**src/rtl/neuron_mac_accum.sv**
```systemverilog
// Floating-point multiply-accumulate for one neuron (float_24_8 operands).
// Two-stage pipeline: registered product, then single-cycle accumulate with per-vector emit.
module neuron_mac_accum #(
    parameter int CNT_W = 16
) (
    input  logic             clk,
    input  logic             reset,
    input  logic [31:0]      dataIn,
    input  logic [31:0]      weightIn,
    input  logic             inValid,
    input  logic             inLast,
    output logic [31:0]      dataOutPre_0,
    output logic             outValid,
    output logic [CNT_W-1:0] outCount
);

    localparam logic [30:0] MAX_MAG = 31'h7F7FFFFF;

    function automatic logic [4:0] lead_zeros(input logic [23:0] v);
        logic [4:0] n;
        logic       found;
        n     = 5'd0;
        found = 1'b0;
        for (int i = 23; i >= 0; i--) begin
            if (!found) begin
                if (v[i]) begin
                    found = 1'b1;
                end else begin
                    n = n + 5'd1;
                end
            end
        end
        return n;
    endfunction

    logic [47:0]      w_prod_full;
    logic             w_prod_top;
    logic [9:0]       w_mul_exp_biased;
    logic [31:0]      w_mul_res;
    logic             w_unused_prod_lo;

    logic [31:0]      r_prod;
    logic             r_prod_valid;
    logic             r_prod_last;
    logic [31:0]      r_acc;
    logic [CNT_W-1:0] r_count;
    logic [31:0]      r_out_data;
    logic             r_out_valid;
    logic [CNT_W-1:0] r_out_count;

    // Multiplier: mantissa product, exponent sum (still carrying one bias), flush/saturate.
    always_comb begin
        w_prod_full      = 48'({1'b1, dataIn[22:0]}) * 48'({1'b1, weightIn[22:0]});
        w_prod_top       = w_prod_full[47];
        w_mul_exp_biased = {2'b00, dataIn[30:23]} + {2'b00, weightIn[30:23]} + {9'd0, w_prod_top};
        w_unused_prod_lo = ^w_prod_full[22:0];
        w_mul_res        = 32'h0000_0000;
        if ((dataIn[30:23] == 8'd0) || (weightIn[30:23] == 8'd0)) begin
            w_mul_res = 32'h0000_0000;
        end else if (w_mul_exp_biased <= 10'd127) begin
            w_mul_res = 32'h0000_0000;
        end else if (w_mul_exp_biased >= 10'd382) begin
            w_mul_res = {dataIn[31] ^ weightIn[31], MAX_MAG};
        end else begin
            w_mul_res = {dataIn[31] ^ weightIn[31], 8'(w_mul_exp_biased - 10'd127),
                         w_prod_top ? w_prod_full[46:24] : w_prod_full[45:23]};
        end
    end

    logic [31:0] w_big;
    logic [31:0] w_small;
    logic [7:0]  w_exp_diff;
    logic [23:0] w_man_big;
    logic [23:0] w_man_small;
    logic [24:0] w_mag_sum;
    logic [23:0] w_mag_diff;
    logic [4:0]  w_lz;
    logic [23:0] w_norm;
    logic [8:0]  w_exp_inc;
    logic [31:0] w_sum;

    // Accumulator adder: align smaller magnitude, add or subtract, renormalise.
    always_comb begin
        if (r_acc[30:0] >= r_prod[30:0]) begin
            w_big   = r_acc;
            w_small = r_prod;
        end else begin
            w_big   = r_prod;
            w_small = r_acc;
        end
        w_exp_diff  = w_big[30:23] - w_small[30:23];
        w_man_big   = {1'b1, w_big[22:0]};
        w_man_small = (w_exp_diff > 8'd24) ? 24'd0 : ({1'b1, w_small[22:0]} >> w_exp_diff);
        w_mag_sum   = {1'b0, w_man_big} + {1'b0, w_man_small};
        w_mag_diff  = w_man_big - w_man_small;
        w_lz        = lead_zeros(w_mag_diff);
        w_norm      = w_mag_diff << w_lz;
        w_exp_inc   = {1'b0, w_big[30:23]} + 9'd1;
        w_sum       = 32'h0000_0000;
        if (r_acc[30:23] == 8'd0) begin
            w_sum = r_prod;
        end else if (r_prod[30:23] == 8'd0) begin
            w_sum = r_acc;
        end else if (w_big[31] == w_small[31]) begin
            if (w_mag_sum[24]) begin
                if (w_exp_inc >= 9'd255) begin
                    w_sum = {w_big[31], MAX_MAG};
                end else begin
                    w_sum = {w_big[31], w_exp_inc[7:0], w_mag_sum[23:1]};
                end
            end else begin
                w_sum = {w_big[31], w_big[30:23], w_mag_sum[22:0]};
            end
        end else if (w_mag_diff == 24'd0) begin
            w_sum = 32'h0000_0000;
        end else if ({3'b000, w_lz} >= w_big[30:23]) begin
            w_sum = 32'h0000_0000;
        end else begin
            w_sum = {w_big[31], w_big[30:23] - {3'b000, w_lz}, w_norm[22:0]};
        end
    end

    // Stage 1 register: product and its qualifiers.
    always_ff @(posedge clk) begin
        if (reset) begin
            r_prod       <= 32'h0000_0000;
            r_prod_valid <= 1'b0;
            r_prod_last  <= 1'b0;
        end else begin
            r_prod       <= w_mul_res;
            r_prod_valid <= inValid;
            r_prod_last  <= inValid & inLast;
        end
    end

    // Stage 2 register: accumulate, and on the last product emit and clear for the next vector.
    always_ff @(posedge clk) begin
        if (reset) begin
            r_acc       <= 32'h0000_0000;
            r_count     <= {CNT_W{1'b0}};
            r_out_data  <= 32'h0000_0000;
            r_out_valid <= 1'b0;
            r_out_count <= {CNT_W{1'b0}};
        end else begin
            r_out_valid <= 1'b0;
            if (r_prod_valid) begin
                if (r_prod_last) begin
                    r_out_data  <= w_sum;
                    r_out_valid <= 1'b1;
                    r_out_count <= r_count + {{(CNT_W-1){1'b0}}, 1'b1};
                    r_acc       <= 32'h0000_0000;
                    r_count     <= {CNT_W{1'b0}};
                end else begin
                    r_acc       <= w_sum;
                    r_count     <= r_count + {{(CNT_W-1){1'b0}}, 1'b1};
                end
            end
        end
    end

    assign dataOutPre_0 = r_out_data;
    assign outValid     = r_out_valid;
    assign outCount     = r_out_count;

endmodule

```
**config.mk**
```make
export PLATFORM = sky130hd
export DESIGN_NAME = neuron_mac_accum
export DESIGN_NICKNAME = d
export VERILOG_FILES = /design/src/rtl/neuron_mac_accum.sv
export SDC_FILE = /design/constraint.sdc
export NUM_CORES = 2
export LEC_CHECK = 0
export BUFFER_PORTS_ARGS = -buffer_cell sky130_fd_sc_hd__buf_2
export CAP_MARGIN = 20
export CORE_AREA = 3 3 281 352
export DETAILED_ROUTE_END_ITERATION = 12
export DIE_AREA = 0 0 284 355
export GPL_TIMING_DRIVEN = 0
export PLACE_DENSITY_LB_ADDON = 0.25
export SLEW_MARGIN = 40
export SYNTH_ARGS = -nofsm -noshare
export SYNTH_HDL_FRONTEND = slang
export SYNTH_SLANG_ARGS = --single-unit
```
**constraint.sdc**
```tcl
create_clock -name clk -period 23.2 [get_ports clk]
set_input_delay 4.64 -clock clk [delete_from_list [all_inputs] [get_ports clk]]
set_output_delay 4.64 -clock clk [all_outputs]
set_load 0.01 [all_outputs]
```
* Word level (Yosys, flattened, before mapping)
Index checks and enable logic that the tools add are counted.
** Word-level totals
- Memories kept :: 0
- Latch bits :: 0
- Output and inout bits :: 49
- Bits in writable memories :: 0
- Bits in read-only memories :: 0
- Word-level logic and storage cells :: 171
- Bits in registers :: 131
** Operators by class
- Multiply operators :: 1
- Divide/modulo/power cells :: 0
- Muxes and demuxes :: 107
- Reduce and logical (&&, ||, !) cells :: 10
- Order comparisons :: 6
- Bitwise logic cells :: 3
- Equal/unequal tests :: 1
- Shift operators :: 2
- $add $sub $neg :: 32
** Operators with widths (count)
- 32-bit 2-to-1 mux :: 8
- 5-bit 2-to-1 mux :: 46
- 5-bit by 1-bit adder with 5-bit output, second input constant :: 23
- 31-bit 2-to-1 mux :: 3
- 24-bit by 24-bit multiplier with 48-bit output :: 1
- 1-bit 2-to-1 mux :: 47
- 8-bit zero test :: 4
- 31-bit >= comparator :: 1
- 24-bit by 24-bit adder with 25-bit output :: 1
- 24-bit zero test :: 1
- 24-bit 2-to-1 mux :: 1
- 24-bit by 5-bit left shift with 23-bit output :: 1
- 24-bit by 8-bit >> shifter with 24-bit output :: 1
- 24-bit subtractor :: 1
- 23-bit 2-to-1 mux :: 1
- 16-bit by 1-bit adder with 16-bit output, second input constant :: 1
- 16-bit 2-to-1 mux :: 1
- 9-bit by 1-bit adder with 10-bit output :: 1
- 10-bit by 9-bit >= comparator with 1-bit output, second input constant :: 1
- 10-bit by 7-bit less-or-equal comparator with 1-bit output, second input constant :: 1
- 8-bit by 1-bit adder with 9-bit output, second input constant :: 1
- 8-bit by 8-bit adder with 9-bit output :: 1
- 9-bit by 8-bit >= comparator with 1-bit output, second input constant :: 1
- 5-bit by 8-bit >= comparator with 1-bit output :: 1
- 13 further kinds :: 13

* Logic depth before layout (Yosys ltp)
- Word-level depth :: 83
- Mapped depth :: 107
- Depth with buffers taken out :: 102

* Worst setup path before layout
OpenSTA, ideal clock, no wires.
- Path type :: register to register
- Start point :: register r_prod[28]
- End point :: register r_out_data[5] (netlist: dataOutPre_0[5])
- Clock period less this slack :: 18.741 ns
- Arrival :: 18.613 ns
- Library setup time :: 0.127 ns
- Cell stages (with the launch flop) :: 103
- Setup slack :: 4.459 ns
- Cells stage by stage :: dfxtp_1 inv_1 ha_1 buf_2 a21oi_1 o21bai_1 a221oi_1 and2_1 buf_2 a211oi_1 a21oi_1 ha_1 o21ai_0 o21ai_0 a21oi_1 o21ai_1 o2111ai_1 a2111oi_0 [... 67 more ...] a21oi_1 a21oi_1 inv_1 buf_1 fa_1 a21o_1 a21oi_1 inv_1 a21oi_1 a31oi_1 nor3b_1 a41oi_1 nand2_1 nor3_4 a221o_1 o221ai_1 o21ai_0 nor2b_1
** Between the ends
- Word-level cells in the longest chain between the ends :: 82
- Elaborated cells on any way between the ends :: 138
- Classes of those cells :: 27 x add/sub; 4 x order compare; 1 x eq/ne; 2 x shift; 102 x mux; 2 x reduce/logical
** RTL lines
- start: declaration :: RTL line 42 : logic [31:0] r_prod;
- start signal: assignment :: RTL line 130 : r_prod <= w_mul_res;
- 31-bit >= comparator :: RTL line 84 : if (r_acc[30:0] >= r_prod[30:0]) begin
- 32-bit 2-to-1 mux :: RTL line 84
- 8-bit subtractor :: RTL line 91 : w_exp_diff = w_big[30:23] - w_small[30:23];
- 24-bit by 8-bit >> shifter with 24-bit output or 8-bit by 5-bit > comparator with 1-bit output (tied branches) :: RTL line 93 : w_man_small = (w_exp_diff > 8'd24) ? 24'd0 : ({1'b1, w_small[22:0]} >> w_exp_diff);
- 24-bit 2-to-1 mux :: RTL line 93
- 24-bit subtractor :: RTL line 95 : w_mag_diff = w_man_big - w_man_small;
- 1-bit 2-to-1 mux :: RTL line 26 : if (v[i]) begin
- 5-bit by 1-bit adder with 5-bit output :: RTL line 29 : n = n + 5'd1;
- [... 66 more ...]
- 5-bit 2-to-1 mux :: RTL line 26
- 5-bit 2-to-1 mux :: RTL line 25 : if (!found) begin
- 5-bit by 8-bit >= comparator with 1-bit output or 24-bit by 5-bit left shift with 23-bit output (tied branches) :: RTL line 116, 97
- 32-bit 2-to-1 mux :: RTL line 116 : end else if ({3'b000, w_lz} >= w_big[30:23]) begin
- 32-bit 2-to-1 mux :: RTL line 114 : end else if (w_mag_diff == 24'd0) begin
- 32-bit 2-to-1 mux :: RTL line 104 : end else if (w_big[31] == w_small[31]) begin
- 32-bit 2-to-1 mux (*) :: RTL line 102 : end else if (r_prod[30:23] == 8'd0) begin
- 32-bit 2-to-1 mux (*) :: RTL line 100 : if (r_acc[30:23] == 8'd0) begin
- end signal: assignment :: RTL line 148 : r_out_data <= w_sum;
- end: declaration :: RTL line 47 : logic [31:0] r_out_data;
Every way passes the cells marked *; elsewhere a longest branch is shown, timed or not.
A chain may end at the register's enable or synchronous reset.

* Worst setup path after layout
- Start point :: register r_prod[9]
- End point :: register r_out_data[0] (netlist: dataOutPre_0[0])
** Between the ends
- Word-level cells in the longest chain between the ends :: 82
- Elaborated cells on any way between the ends :: 137
- Classes of those cells :: 27 x add/sub; 4 x order compare; 1 x eq/ne; 2 x shift; 102 x mux; 1 x reduce/logical
** RTL lines (RTL line)
- 31-bit >= comparator :: 84
- 32-bit 2-to-1 mux :: 84
- 8-bit subtractor :: 91
- 24-bit by 8-bit >> shifter with 24-bit output or 8-bit by 5-bit > comparator with 1-bit output (tied branches) :: 93
- 24-bit 2-to-1 mux :: 93
- 24-bit subtractor :: 95
- 1-bit 2-to-1 mux :: 26
- 5-bit by 1-bit adder with 5-bit output :: 29
- [... 66 more ...]
- 5-bit 2-to-1 mux :: 26
- 5-bit 2-to-1 mux :: 25
- 5-bit by 8-bit >= comparator with 1-bit output or 24-bit by 5-bit left shift with 23-bit output (tied branches) :: 116, 97
- 32-bit 2-to-1 mux :: 116
- 32-bit 2-to-1 mux :: 114
- 32-bit 2-to-1 mux (*) :: 104
- 32-bit 2-to-1 mux (*) :: 102
- 32-bit 2-to-1 mux (*) :: 100
Marks and branches as above.

==> metrics.txt <==
CTS tree=yes; synthesis-stage register bit count=131; min Tclk post-route=21840 ps; DRT iter0 DRCs=1997; nets=5174; commonest cells after routing, fill and taps aside=inv_1, nand2_1, fa_1; Slew Limit Fails=0; yosys warns=0; Place WS=-1079 ps; hold path depth=2; Setup TNS Final=0 ps; Crit Path Category=flip-flop to flip-flop; initial core utilization=0.3487; Mapped Cells=4200; share of cells above drive strength 1=0.06162; Max Fclk=0.04579 GHz; remaining antenna violation count=0; commonest non-fill, non-tap cell in the layout=inv_1; final hold vios=0; chip width=284 um; Core Area=95820 um2; DRC=0; fin crit share=0.9413; CP max-delay cell=dfxtp_1; Critical Path Source Type=flip-flop; clk sinks=131; Clock Skews=14.92 ps; largest net degree at the start of global routing=17; post-route worst setup slack=1362 ps; Worst-path clk slew=70 ps; number of synthesized flops with an enable pin=0; status=complete, no violations; RSZ-0062 raised after global routing=no; Setup crit end kind=flip-flop; Clock Path Buffers=2; Critical Path Fanout Max=15; DP Area=35640 um2; total track usage=0.2318; Yosys cell types=102; initial antenna violation count=5; dpl hpwl=99.87 mm; Top FF cell, synth=dfxtp_1; die area=100800 um2; register area share after synthesis=0.07849; vias in the first global route=30660; ys async rst share=0; CP max stage delay=530 ps; IO Pins=117; total CTS buffers=17; average size of a mapped cell=7.955 um2; Reg2Reg Depth=100; Slew @ Worst Pin=880.1 ps; Max Cap Viol=0; Max H-tree Level=4; # rows=127; global-route wire length before repair=181.2 mm; post-synthesis net count=5038; most used cell, CP=a21oi_1; First-pass DRT Iterations=8; DR vias/cell=5.277; routability congestion estimate=0.9731; Die Ht=355 um; synth-to-layout area growth=8.928%; grt ovf=0; total wire length=118.3 mm; Netlist Area Pre-Place=33410 um2; max_slew headroom=0.4133; via count=29760; Arrival @ worst endpoint=22120 ps; WL/cell=20.97 um; final setup vio count=0; worst skew pair latency=420 ps; fin area=36390 um2; hold crit path type=flip-flop to flip-flop; Buffers on Ports=115; CTS Root Cell=clkbuf_16; WP data required=23480 ps
synthesized netlist by cell type, drive strengths merged, types with 7 or more instances:
master / number / share of area
a21oi: 201 / 0.030
nand4: 12 / 0.0024
nor2b: 42 / 0.0079
o2111ai: 8 / 0.0021
nand2: 588 / 0.066
xnor2: 106 / 0.029
a21o: 34 / 0.0076
dfxtp: 131 / 0.078
o31ai: 12 / 0.0027
mux2: 11 / 0.0037
o22ai: 19 / 0.0036
and2: 231 / 0.043
inv: 654 / 0.073
o21a: 28 / 0.0063
a31oi: 37 / 0.0069
buf: 35 / 0.0049
xor2: 44 / 0.012
o221ai: 22 / 0.0058
or3: 21 / 0.0039
ha: 284 / 0.11
o211ai: 25 / 0.0056
a2111oi: 7 / 0.0018
nor3: 66 / 0.011
nor4: 22 / 0.0043
a22o: 9 / 0.0024
nand2b: 23 / 0.0043
mux2i: 101 / 0.030
nor2: 278 / 0.032
nand3: 33 / 0.0049
nor3b: 8 / 0.0018
and3: 33 / 0.0062
a221oi: 10 / 0.0031
or2: 14 / 0.0026
o21ai: 164 / 0.025
clkbuf: 190 / 0.021
fa: 486 / 0.29
o211a: 7 / 0.0021
a211oi: 64 / 0.015
a22oi: 25 / 0.0056
o21bai: 17 / 0.0038
registers in the layout, summed over array words and instances (netlist names):
signal / count
r_prod_valid: 1
r_acc: 32
r_count: 16
dataOutPre_0: 32
r_prod_last: 1
outCount: 16
r_prod: 32
outValid: 1
through the flow:
stage                     hold WS (ps)  instances    util
after floorplan                  441.9       4200       -
after global placement           448.2       5605  0.3715
after detailed placement         447.2       5605  0.3720
after CTS                        456.6       5636  0.3782
after global routing             476.0       5639  0.3798
final                            453.7       5640  0.3798
cells by family after synthesis:
kind of cell	after synthesis	share of synthesized area
buffers and inverters	881	0.09995
XOR/XNOR	157	0.04561
AO/OA/AOI/OAI	756	0.1477
multiplexers	113	0.03464
adder cells (fa/ha/maj)	774	0.3988
AND/OR/NAND/NOR	1388	0.1948
flip-flops	131	0.07849
final timing paths:
check                   startpoint          endpoint  slack (ps)
setup reg to reg         r_prod[9]   dataOutPre_0[0]        1360
setup / recovery         r_prod[9]   dataOutPre_0[0]        1360
hold / removal    dataOutPre_0[15]  dataOutPre_0[15]         450
hold reg to reg   dataOutPre_0[15]  dataOutPre_0[15]         450
worst max-delay path, delay by kind of cell, from the launching register on:
kind / cells / cell delay (ps)
buf+inv: 8 / 1270
xor+xnor: 1 / 160
mux: 5 / 1110
simple gates: 18 / 2940
flops: 1 / 530
compound gates: 52 / 10570
fa+ha+maj: 16 / 5080
repair_timing:
action,4_1_cts,5_1_grt
hold buffers,0,0
buffers inserted,0,2
hold endpoints to repair,0,0
resized for setup,9,29
setup endpoints to repair,64,64
pin swaps,0,3
layout make-up:
| class | count | area (um2) |
|---|---|---|
| diodes | 1 | 2.502 |
| plain buffers | 224 | 880.8 |
| clock buffers | 17 | 425.4 |
| clock inverters | 15 | 135.1 |
| fillers | 10270 | 59420 |
| inverters | 656 | 2466 |
| multi-input cells | 3188 | 27650 |
| flip-flops and latches | 131 | 2625 |
| well taps | 1290 | 1614 |
| repair buffers | 118 | 598.1 |
per-layer routing:
metal  global-route usage  part of all wire  up-vias  routed length [um]
met1               0.2679              0.38    14630               45330
met2               0.4257              0.51      961               59850
met5                    0           0.00011        -                  13
met3              0.02377             0.050      267                5958
li1                     -                 -    13900                   -
met4               0.1145             0.060        2                7107
Power is not shown: default switching activity piles up to over one toggle a cycle in this logic, so the estimate is an artifact.
